[src/rtl/onehot_select_arbiter.sv]
// ============================================================================
// Module      : onehot_select_arbiter
// Description : Four-requester round-robin arbiter producing the registered
//               one-hot select for a downstream 4:1 output mux
//               (select[0]->a, select[1]->b, select[2]->c, select[3]->d).
//               A grant is held until the owner pulses done, drops its
//               request, or exceeds HOLD_MAX cycles while another requester
//               waits. Every grant is followed by one all-zero select cycle
//               (break-before-make).
// Revision    : 1.0 - initial release
// ----------------------------------------------------------------------------
// Ports
//   clk          in   1  single clock, all state on rising edge
//   rst_n        in   1  asynchronous active-low reset
//   req          in   4  level requests, bit i = mux input i
//   done         in   1  one-cycle release pulse from the current owner
//   select       out  4  registered one-hot select, 4'b0000 when idle
//   grant_valid  out  1  high while select is non-zero
//   grant_id     out  2  binary index of the set select bit, 0 when idle
//   timeout      out  1  one-cycle pulse when a grant is revoked by HOLD_MAX
// Parameters
//   HOLD_MAX     max grant cycles while another request is pending (0 = no limit)
//   CNT_W        hold counter width, HOLD_MAX < 2**CNT_W
// ============================================================================
`default_nettype none

module onehot_select_arbiter #(
    parameter int HOLD_MAX = 16,
    parameter int CNT_W    = 8
) (
    input  logic       clk,
    input  logic       rst_n,
    input  logic [3:0] req,
    input  logic       done,
    output logic [3:0] select,
    output logic       grant_valid,
    output logic [1:0] grant_id,
    output logic       timeout
);

    typedef enum logic [1:0] {
        ST_IDLE  = 2'd0,
        ST_GRANT = 2'd1,
        ST_GAP   = 2'd2
    } state_t;

    localparam logic [CNT_W-1:0] c_CNT_MAX   = {CNT_W{1'b1}};
    localparam logic [CNT_W-1:0] c_CNT_ONE   = {{(CNT_W-1){1'b0}}, 1'b1};
    // Counter value seen on the last allowed grant cycle. The counter is 0
    // on the first grant cycle, so HOLD_MAX-1 marks cycle number HOLD_MAX.
    localparam logic [CNT_W-1:0] c_HOLD_LAST =
        (HOLD_MAX == 0) ? {CNT_W{1'b0}} : CNT_W'(HOLD_MAX - 1);
    localparam bit               c_HOLD_ON   = (HOLD_MAX != 0);

    // ------------------------------------------------------------------
    // Registered state
    // ------------------------------------------------------------------
    state_t           r_state;
    logic [1:0]       r_ptr;
    logic [CNT_W-1:0] r_cnt;
    logic [3:0]       r_select;
    logic             r_grant_valid;
    logic [1:0]       r_grant_id;
    logic             r_timeout;

    // ------------------------------------------------------------------
    // Next-state signals
    // ------------------------------------------------------------------
    state_t           w_state_nxt;
    logic [1:0]       w_ptr_nxt;
    logic [CNT_W-1:0] w_cnt_nxt;
    logic [3:0]       w_select_nxt;
    logic             w_timeout_nxt;

    logic [1:0]       w_winner;
    logic             w_any_req;
    logic             w_others_waiting;
    logic             w_release;
    logic             w_hold_expired;

    // First set request bit scanning ptr, ptr+1, ... modulo 4.
    function automatic logic [1:0] rr_pick(input logic [3:0] r, input logic [1:0] p);
        logic [1:0] idx;
        logic [1:0] win;
        logic       found;
        win   = 2'd0;
        found = 1'b0;
        for (int k = 0; k < 4; k++) begin
            idx = p + k[1:0];
            if (!found && r[idx]) begin
                win   = idx;
                found = 1'b1;
            end
        end
        return win;
    endfunction

    function automatic logic [3:0] to_onehot(input logic [1:0] idx);
        return 4'b0001 << idx;
    endfunction

    function automatic logic [1:0] encode(input logic [3:0] oh);
        logic [1:0] idx;
        case (oh)
            4'b0010: idx = 2'd1;
            4'b0100: idx = 2'd2;
            4'b1000: idx = 2'd3;
            default: idx = 2'd0;
        endcase
        return idx;
    endfunction

    assign w_winner         = rr_pick(req, r_ptr);
    assign w_any_req        = |req;
    assign w_others_waiting = |(req & ~r_select);
    assign w_release        = done || !req[r_grant_id];
    // A timeout only counts when something else is actually waiting; a lone
    // requester may keep the mux indefinitely.
    assign w_hold_expired   = c_HOLD_ON && (r_cnt == c_HOLD_LAST) && w_others_waiting;

    // ------------------------------------------------------------------
    // Next-state and output logic
    // ------------------------------------------------------------------
    always_comb begin
        w_state_nxt   = r_state;
        w_ptr_nxt     = r_ptr;
        w_cnt_nxt     = r_cnt;
        w_select_nxt  = r_select;
        w_timeout_nxt = 1'b0;

        case (r_state)
            // GAP arbitrates exactly like IDLE; its only purpose is the
            // forced zero cycle already produced when leaving GRANT.
            ST_IDLE, ST_GAP: begin
                if (w_any_req) begin
                    w_state_nxt  = ST_GRANT;
                    w_select_nxt = to_onehot(w_winner);
                    w_cnt_nxt    = {CNT_W{1'b0}};
                end else begin
                    w_state_nxt  = ST_IDLE;
                    w_select_nxt = 4'b0000;
                end
            end

            ST_GRANT: begin
                if (w_release || w_hold_expired) begin
                    w_state_nxt   = ST_GAP;
                    w_select_nxt  = 4'b0000;
                    w_ptr_nxt     = r_grant_id + 2'd1;
                    // A voluntary release wins over a coincident timeout.
                    w_timeout_nxt = w_hold_expired && !w_release;
                end else if (r_cnt != c_CNT_MAX) begin
                    w_cnt_nxt = r_cnt + c_CNT_ONE;
                end
            end

            default: begin
                w_state_nxt  = ST_IDLE;
                w_select_nxt = 4'b0000;
            end
        endcase
    end

    // ------------------------------------------------------------------
    // State register
    // ------------------------------------------------------------------
    always_ff @(posedge clk or negedge rst_n) begin
        if (!rst_n) begin
            r_state       <= ST_IDLE;
            r_ptr         <= 2'd0;
            r_cnt         <= {CNT_W{1'b0}};
            r_select      <= 4'b0000;
            r_grant_valid <= 1'b0;
            r_grant_id    <= 2'd0;
            r_timeout     <= 1'b0;
        end else begin
            r_state       <= w_state_nxt;
            r_ptr         <= w_ptr_nxt;
            r_cnt         <= w_cnt_nxt;
            r_select      <= w_select_nxt;
            // Derived from the same next value so they never disagree
            // with select.
            r_grant_valid <= |w_select_nxt;
            r_grant_id    <= encode(w_select_nxt);
            r_timeout     <= w_timeout_nxt;
        end
    end

    assign select      = r_select;
    assign grant_valid = r_grant_valid;
    assign grant_id    = r_grant_id;
    assign timeout     = r_timeout;

endmodule

`default_nettype wire

[config.mk]
export PLATFORM = sky130hd
export DESIGN_NAME = onehot_select_arbiter
export DESIGN_NICKNAME = d
export VERILOG_FILES = /design/src/rtl/onehot_select_arbiter.sv
export SDC_FILE = /design/constraint.sdc
export NUM_CORES = 1
export LEC_CHECK = 0
export ABC_AREA = 1
export CORE_MARGIN = 5
export CORE_UTILIZATION = 30
export DETAILED_ROUTE_END_ITERATION = 10
export GPL_TIMING_DRIVEN = 0
export PLACE_DENSITY = 0.47
export SETUP_SLACK_MARGIN = 0.4
export SLEW_MARGIN = 20
export SYNTH_ARGS = -nofsm -noshare
export SYNTH_HDL_FRONTEND = slang
export SYNTH_SLANG_ARGS = --single-unit
[constraint.sdc]
create_clock -name clk -period 1.55 [get_ports clk]
set_input_delay 0.465 -clock clk [delete_from_list [all_inputs] [get_ports clk]]
set_output_delay 0.465 -clock clk [all_outputs]
set_load 0.01 [all_outputs]
Word level (Yosys, flattened, before mapping)
Index checks and enable logic that the tools add are counted.
{ "classes": {"n_addsub": 5, "mul": 0, "div_mod_pow": 0, "magnitude_cmp": 5, "eq_ne": 11, "shifts": 1, "muxes": 30, "n_bitwise": 2, "n_reduce_logical": 20} }
{ "ops": {"columns": ["op", "n"], "rows": [
  ["two-way mux 8 bit", 3],
  ["case mux 8 bit (2 select lines)", 1],
  ["less-than comparator 2 x 3 -> 1 bit, second input constant", 5],
  ["OR reduction 4 bit", 3],
  ["two-way mux 1 bit", 11],
  ["binary-select mux 1 bit (select 2 bit)", 5],
  ["two-way mux 2 bit", 5],
  ["adder 8 x 1 -> 8 bit, second input constant", 1],
  ["equality test 8 x 4 -> 1 bit, second input constant", 1],
  ["two-way mux 4 bit", 2],
  ["inequality test 2 bit, second input constant", 4],
  ["inequality test 8 bit, second input constant", 1],
  ["case mux 4 bit (2 select lines)", 1],
  ["case mux 2 bit (3 select lines)", 1],
  ["logical AND 1 bit", 5],
  ["logical NOT 1 bit", 5],
  ["adder 2 x 1 -> 2 bit, second input constant", 2],
  ["adder 2 bit, second input constant", 2],
  ["AND 4 bit", 1],
  ["equality test 4 x 2 -> 1 bit, second input constant", 1],
  ["equality test 4 x 3 -> 1 bit, second input constant", 1],
  ["equality test 4 bit, second input constant", 1],
  ["inverter 4 bit", 1],
  ["case mux 2 bit (2 select lines)", 1],
  ["other kinds (9)", 10]
]} }
{ "totals": {"register_bits": 20, "latch_bits": 0, "ram_bits": 0, "romBits": 0, "memories": 0} }

Depth between registers and ports, before layout
Gate-level depths: netlist (run 1).
{ "logic_depth": {"ltp_word": 17, "depth_mapped": 16, "ltp_nobuf": 16} }

Worst setup path after synthesis (run 1)
No wires, ideal clock.
{ "synth_timing": {"kind": "reg2reg", "startpoint": "register r_cnt[0]", "endpoint": "register r_cnt[2]", "setup_ns": 0.095, "t_arrival_ns": 1.568, "required_ns": 1.455, "path_slack_ns": -0.113, "path_stages_with_launch": 12, "n_path_buf": 1, "period_less_slack_ns": 1.663, "path_cell_list": "dfrtp_1 ha_1 inv_1 nor2_1 inv_1 nor2_1 o21ai_1 nand3_2 nand2_2 o211ai_2 buf_2 o31ai_1"} }
{ "synth_between": {"elab_chain_len": 5, "elab_cells_between_ends": 11, "classes_between": "add/sub: 1; eq/ne: 4; mux: 3; reduce/logical: 3"} }
{ "synth_lines": {"columns": ["item", "line_no", "source"], "rows": [
  ["from (decl)", "60", "logic [CNT_W-1:0] r_cnt;"],
  ["from (signal assigned)", "171", "r_cnt <= {CNT_W{1'b0}};"],
  ["from (signal assigned)", "179", "r_cnt <= w_cnt_nxt;"],
  ["parallel branches: the longest is 5 deep, another holds adder 8 x 1 -> 8 bit", null, null]
]} }
Several ways; the timed one is not identified. The select of a mux whose other input is x is not followed.
A chain may end at the register's enable or synchronous reset.

Worst setup path after layout (run 1)
{ "layout_timing": {"startpoint": "register r_ptr[0]", "endpoint": "register r_grant_id[0] (netlist: grant_id[0])"} }
{ "layout_between": {"elab_chain_len": 17, "elab_cells_between_ends": 31, "classes_between": "add/sub: 3; eq/ne: 3; shift: 1; mux: 18; reduce/logical: 6"} }
{ "layout_lines": {"columns": ["item", "line_no", "source"], "rows": [
  ["from (decl)", "59", "logic [1:0] r_ptr;"],
  ["from (signal assigned)", "178", "r_ptr <= w_ptr_nxt;"],
  ["parallel branches: the longest is 11 deep, another holds adder 2 x 1 -> 2 bit", null, null],
  ["two-way mux 2 bit (*)", "90", "if (!found && r[idx]) begin"],
  ["left shift 1 x 2 -> 4 bit (*)", "99", "return 4'b0001 << idx;"],
  ["two-way mux 4 bit (*)", "135", "if (w_any_req) begin"],
  ["case mux 4 bit (2 select lines) (*)", "131", "case (r_state)"],
  ["named net w_select_nxt[3]", "72", "logic [3:0] w_select_nxt;"],
  ["equality test 4 bit, or another cell as far along", "104", "case (oh)"],
  ["case mux 2 bit (3 select lines) (*)", "104", null],
  ["to (signal assigned)", "184", "r_grant_id <= encode(w_select_nxt);"],
  ["to (decl)", "63", "logic [1:0] r_grant_id;"]
]} }
Mark *: on every way through the listed nets, which the timed path passes. The select of a mux whose other input is x is not followed.

==> results.sh, run 1 <==
export IMPL_min_period_ns=1.85
export IMPL_dp_final_hpwl_um=2570
export IMPL_ys_top_cells_by_area="dfrtp_1 (37%), nand2_1 (18%), inv_1 (5.0%)"
export IMPL_ys_warn_count=0
export IMPL_power_mw=4.64
export IMPL_finalCritPeriodShare=1.19
export IMPL_nNetsFinal=271
export IMPL_avgSynthCellArea_sq_um=7.02
export IMPL_ff2ff_setup_slack_ns=-0.30
export IMPL_die_w_um=77.0
export IMPL_num_rows=24
export IMPL_grt_pass1_wl_um=7170
export IMPL_max_freq_mhz=541
export IMPL_synth_area_leader_cell="dfrtp_1"
export IMPL_port_buffers=14
export IMPL_core_area_sq_mm=0.00435
export IMPL_hp_class="in -> async"
export IMPL_grt_max_degree=21
export IMPL_top_level_ports=15
export IMPL_critPathCaptureType="flop"
export IMPL_synth_top_area_share=0.371
export IMPL_dp_slack_ns=-0.806
export IMPL_dr_pass1_iters=4
export IMPL_fin_ws_ns=-0.300
export IMPL_cts_tree="done"
export IMPL_critPathArrivalTime_ns=2.01
export IMPL_syn_inst=192
export IMPL_powerDensity_mw_per_mm2=1880
export IMPL_rr_endpoint="grant_id[0]"
export IMPL_hold_slack_ns=0.162
export IMPL_ys_flop_type="dfrtp_1"
export IMPL_hold_viol=0
export IMPL_synth_edf_count=0
export IMPL_clock_skew_ns=0.00288
export IMPL_cts_inserted_buffers=3
export IMPL_syn_nets=200
export IMPL_yosysUniqueCellTypes=28
export IMPL_ys_seq_elements=20
export IMPL_dp_cells=258
export IMPL_num_vias=1525
export IMPL_cp_max_fo=5
export IMPL_viasPerCell=4.86
export IMPL_clk_latency_ns=0.26
export IMPL_status="complete, but fails checks"
export IMPL_drive_gt1_frac=0.622
export IMPL_cpMaxStageDelayCell="dfrtp_2"
export IMPL_p_leak_nw=1.19
export IMPL_rsz0062_at_grt="yes"
export IMPL_seq_area_frac_synth=0.371
export IMPL_max_stage_delay_ns=0.47
export IMPL_violations="setup timing"
export IMPL_gp_congestion=0.825
export IMPL_finalSetupViolations=19
export IMPL_slew_headroom=0.648
export IMPL_die_area_sq_mm=0.00593
export IMPL_synthArstFlopShare=1.00
export IMPL_r2r_start="r_ptr[0]"
export IMPL_area_delta_synth_final_pct=83.7
export IMPL_clock_root_buffer="clkbuf_8"
export IMPL_die_h_um=77.0
export IMPL_startpoint_type="flop"
export IMPL_clk_pin_slew_ns=0.08
export IMPL_drc=0
export IMPL_cpMostUsedCell="nand2_4"
export IMPL_clkSinkCount=20
export IMPL_wl_per_cell_um=14.1
export IMPL_maxCapViolCount=0
export IMPL_grtUsageTotal=0.146
export IMPL_fin_cells=314
export IMPL_drt_iter0_drc=38
export IMPL_tightest_slew_ns=0.528
export IMPL_grt_overflow=0
export IMPL_drt_total_wl_um=4430
export IMPL_synth_area_sq_mm=0.00135
export IMPL_crit_required_ns=1.71
export IMPL_reg2reg_depth=14
export IMPL_ir_drop_mv=0.964
export IMPL_htree_levels=1
export IMPL_worstPathCellList="buf_6 > nand2_4 > nand2_2 > nand2_4 > nand2_4 > inv_4 > nand2_2 > nor2_4 > a21oi_4 > buf_6 > o21ai_4 > nor2_2 > nand2_1 > nand2_1"
export IMPL_crit_type="reg -> reg"
export IMPL_ant_nets=0
export IMPL_slew_viol_final=0
export IMPL_start_util=0.309
export IMPL_cts_max_path_buffers=2
export IMPL_antenna_found_initial=0
export IMPL_antennaDiodeCount=0
export IMPL_grt_pass1_vias=1541
==> layout make-up <==
cell class | instances | area [sq um]
fill | 377 | 1880
sequential | 20 | 505
inverter | 26 | 109
tap | 52 | 65.1
clock buffer | 4 | 55.1
buffer | 2 | 22.5
multi-input combinational | 144 | 1120
timing repair buffer | 65 | 588
timing repair inverter | 1 | 7.51
==> layout by cell type, fill, tap and decap left out, types with 2 or more instances in the layout <==
cell type / instances
nand2_1: 33
buf_4: 31
buf_6: 27
nand2_2: 23
nand2_4: 17
dfrtp_1: 16
inv_1: 13
nor2_1: 11
nand3_2: 7
inv_2: 7
nor2_4: 5
nor2_2: 5
o21ai_1: 5
inv_4: 4
clkbuf_8: 4
dfrtp_2: 4
a21oi_1: 3
xnor2_1: 3
clkdlybuf4s15_2: 3
o211ai_4: 2
nand3_4: 2
o22ai_1: 2
nand3_1: 2
o21ai_2: 2
o21ai_4: 2
nand4_1: 2
xor2_1: 2
o31ai_2: 2
o31ai_4: 2
clkdlybuf4s50_1: 2
clkbuf_2: 2
buf_2: 2
==> worst max-delay path: cells and delay by family, from the launching register on <==
kind,cells,cell delay (ns)
AOI/OAI and AO/OA,2,0.26
and+or+nand+nor,9,0.64
buffers and inverters,3,0.37
DFF,1,0.47
==> worst max path at each step <==
| stage | slack (ns) | to | start |
|---|---|---|---|
| 2_1_floorplan | -0.07 | r_cnt[2] | r_cnt[1] |
| 3_3_place_gp | -0.79 | r_cnt[3] | req[0] |
| 3_5_place_dp | -0.81 | grant_id[0] | req[3] |
| 4_1_cts | -0.28 | grant_id[0] | r_ptr[0] |
| 5_1_grt | -0.42 | grant_id[0] | r_ptr[0] |
| 6_report | -0.30 | grant_id[0] | r_ptr[0] |
==> power by group <==
group / switching, mW / internal [mW]
Combinational: 1.93 / 1.51
Sequential: 0.130 / 0.657
Clock: 0.190 / 0.227
Total: 2.25 / 2.39
==> sequential cells by signal (all words and copies together) (netlist names) <==
register     count
grant_id         2
select           4
grant_valid      1
timeout          1
r_state          2
r_ptr            2
r_cnt            8
==> through the flow <==
step	setup TNS (ns)	utilization	cell area [sq um]
after floorplan	-0.364	-	1380
after global placement	-14.65	0.364	1590
after detailed placement	-14.72	0.364	1590
after CTS	-2.70	0.515	2240
after global routing	-5.64	0.568	2470
final	-3.73	0.568	2470
==> cell families (layout without fill, tap and decap cells) <==
logic type               Yosys count  in the layout  share of synthesized area
adder cells (fa/ha/maj)            1              1                    0.00928
AO/OA/AOI/OAI                     25             25                      0.126
AND/OR/NAND/NOR                  113            113                      0.376
XOR/XNOR                           5              5                     0.0325
buffers and inverters             28             98                     0.0845
flip-flops                        20             20                      0.371
==> Yosys cell counts (2+ instances only) <==
cell	n
clkinv_1	2
nand4_1	2
o21ai_0	6
inv_2	6
o211ai_2	2
nor2_1	17
o21ai_2	2
xor2_1	2
nand3_2	4
o22ai_1	3
nand2_1	65
a21oi_1	3
nor4_1	2
nor2_2	4
nand2_2	9
nand3_1	7
dfrtp_1	20
nor3_1	2
o21ai_1	2
xnor2_1	3
inv_1	18
o31ai_1	5
==> routing by layer <==
metal / part of all wire / global-route usage / up-vias / wire length (um)
li1: - / - / 755 / -
met1: 0.45 / 0.188 / 745 / 1990
met2: 0.51 / 0.245 / 17 / 2270
met3: 0.025 / 0.0293 / 8 / 113
met4: 0.015 / 0.0464 / 0 / 66
met5: 0 / 0 / - / 0
==> repair_timing <==
| action | CTS | global route |
|---|---|---|
| cloned | 3 | 0 |
| setup buffers | 41 | 8 |
| hold buffers | 0 | 0 |
| pin swaps | 36 | 17 |
| endpoints found under the setup margin | 48 | 48 |
| gates resized for setup | 120 | 50 |
Power figures use the tool's default switching activity.
==> run 2, diff against run 1 <==
- CORE_UTILIZATION: 30 -> 35
- GPL_ROUTABILITY_DRIVEN: not set -> 0
- PLACE_DENSITY: 0.47 -> 0.53
==> results.sh, run 2 (synthesis results as in run 1) <==
export IMPL_status="complete, but fails checks"
export IMPL_violations="setup timing"
export IMPL_max_stage_delay_ns=0.46
export IMPL_cts_max_path_buffers=2
export IMPL_drive_gt1_frac=0.630
export IMPL_drt_total_wl_um=4300
export IMPL_drt_iter0_drc=55
export IMPL_cp_max_fo=8
export IMPL_max_freq_mhz=548
export IMPL_cpMaxStageDelayCell="dfrtp_2"
export IMPL_slew_viol_final=0
export IMPL_crit_type="reg -> reg"
export IMPL_ir_drop_mv=1.10
export IMPL_port_buffers=14
export IMPL_fin_ws_ns=-0.274
export IMPL_cts_inserted_buffers=3
export IMPL_clkSinkCount=20
export IMPL_die_h_um=72.1
export IMPL_regMostFlops="r_cnt"
export IMPL_die_w_um=72.1
export IMPL_p_leak_nw=1.14
export IMPL_hp_class="in -> async"
export IMPL_m1WireLength_um=1940
export IMPL_finalSetupViolations=18
export IMPL_clk_latency_ns=0.26
export IMPL_hold_viol=0
export IMPL_final_area_sq_mm=0.00238
export IMPL_htree_levels=1
export IMPL_clk_pin_slew_ns=0.08
export IMPL_final_common_cell="nand2_1"
export IMPL_largest_register_ffs=8
export IMPL_num_vias=1482
export IMPL_viasPerCell=4.91
export IMPL_grt_pass1_vias=1449
export IMPL_grt_overflow=0
export IMPL_met2_length_um=2150
export IMPL_grt_max_degree=21
export IMPL_dp_final_hpwl_um=2380
export IMPL_clock_skew_ns=0.00286
export IMPL_dr_pass1_iters=4
export IMPL_met3RoutedLength_um=140
export IMPL_cpMostUsedCell="nand2_1"
export IMPL_most_common_layout_cells="nand2_1 (33), buf_6 (28), nand2_2 (26), buf_4 (22), dfrtp_1 (18)"
export IMPL_slew_headroom=0.648
export IMPL_cts_tree="done"
export IMPL_core_area_sq_mm=0.00369
export IMPL_crit_required_ns=1.70
export IMPL_highest_layer="met4"
export IMPL_dpl_cell_area_sq_mm=0.00158
export IMPL_finalCritPeriodShare=1.18
export IMPL_grtUsageTotal=0.157
export IMPL_clock_root_buffer="clkbuf_8"
export IMPL_ant_nets=0
export IMPL_nNetsFinal=263
export IMPL_hold_slack_ns=0.171
export IMPL_fillCellCount=295
export IMPL_maxCapViolCount=0
export IMPL_die_area_sq_mm=0.00519
export IMPL_critPathCaptureType="flop"
export IMPL_antenna_found_initial=0
export IMPL_area_delta_synth_final_pct=76.6
export IMPL_top_level_ports=15
export IMPL_tightest_slew_ns=0.528
export IMPL_start_util=0.365
export IMPL_min_period_ns=1.82
export IMPL_wl_per_cell_um=14.2
export IMPL_final_core_util=0.645
export IMPL_grt_pass1_wl_um=6560
export IMPL_worstPathCellList="clkinv_4 > buf_6 > nand2_2 > nand2_1 > nand2_1 > nand2_2 > nand2_4 > nor2_4 > a21oi_2 > buf_4 > o21ai_4 > nor2_2 > nand2_1 > nand2_1"
export IMPL_drc=0
export IMPL_num_rows=22
export IMPL_postCtsHoldBufs=0
export IMPL_powerDensity_mw_per_mm2=1880
export IMPL_rsz0062_at_grt="yes"
export IMPL_antennaDiodeCount=0
export IMPL_startpoint_type="flop"
export IMPL_critPathArrivalTime_ns=1.97
run 2: changes by cell type in the layout (fill, tap and decap cells not counted), moves of 3 or more:
cell / change
buf_4: -9
nand2_2: +3
inv_2: +5
nor2_1: -4
inv_1: -3
nor2_2: +4
run 2: worst paths after layout:
| check | from | endpoint | slack, ns | cells past startpoint |
|---|---|---|---|---|
| hold / removal | rst_n | r_cnt[3] | 0.17 | 1 |
| setup reg to reg | r_ptr[0] | grant_id[0] | -0.27 | 14 |
| setup / recovery | r_ptr[0] | grant_id[0] | -0.27 | 14 |
| max in group asynchronous | rst_n | r_ptr[1] | 1.00 | 1 |
| min in group clk | r_state[0] | r_state[0] | 0.52 | 1 |
| hold reg to reg | r_state[0] | r_state[0] | 0.52 | 1 |
run 2: layout make-up:
cell class              instances  area (sq um)  share of cell area
repair buffers                 58           541               0.227
plain buffers                   2          26.3              0.0110
flip-flops and latches         20           503               0.211
inverters                      26           110              0.0463
well taps                      48          60.1              0.0252
multi-input cells             144          1080               0.456
clock buffers                   4          55.1              0.0231
run 2: repair_timing:
action	in CTS	in global routing
pin swaps	20	40
gates cloned	2	0
gates resized for setup	92	84
endpoints found under the setup margin	48	48
setup buffers	27	15
run 2: routing by layer:
metal | vias up | global-route usage
met5 | - | 0
met4 | 0 | 0.0334
met3 | 9 | 0.0346
met2 | 26 | 0.261
met1 | 708 | 0.209
li1 | 739 | -
run 2: stage by stage:
| step | setup WS, ns | TNS, ns | power (mW) | std cells |
|---|---|---|---|---|
| 3_5_place_dp | -0.811 | -14.45 | 2.51 | 254 |
| 5_1_grt | -0.399 | -4.39 | 4.79 | 302 |
| 4_1_cts | -0.223 | -2.33 | 3.58 | 287 |
| 2_1_floorplan | -0.0705 | -0.364 | 2.09 | 192 |
| 6_report | -0.274 | -2.58 | 4.48 | 302 |
| 3_3_place_gp | -0.783 | -13.90 | 2.50 | 254 |
run 2: power breakdown:
| group | internal [mW] | total (mW) | switching [mW] |
|---|---|---|---|
| sequential | 0.657 | 0.785 | 0.128 |
| clock | 0.226 | 0.407 | 0.181 |
| combinational | 1.44 | 3.29 | 1.85 |
run 2: critical path, delay by kind of cell (launching register included):
kind,cells,cell delay (ns)
simple gates,9,0.64
buf+inv,3,0.37
flops,1,0.46
compound gates,2,0.25
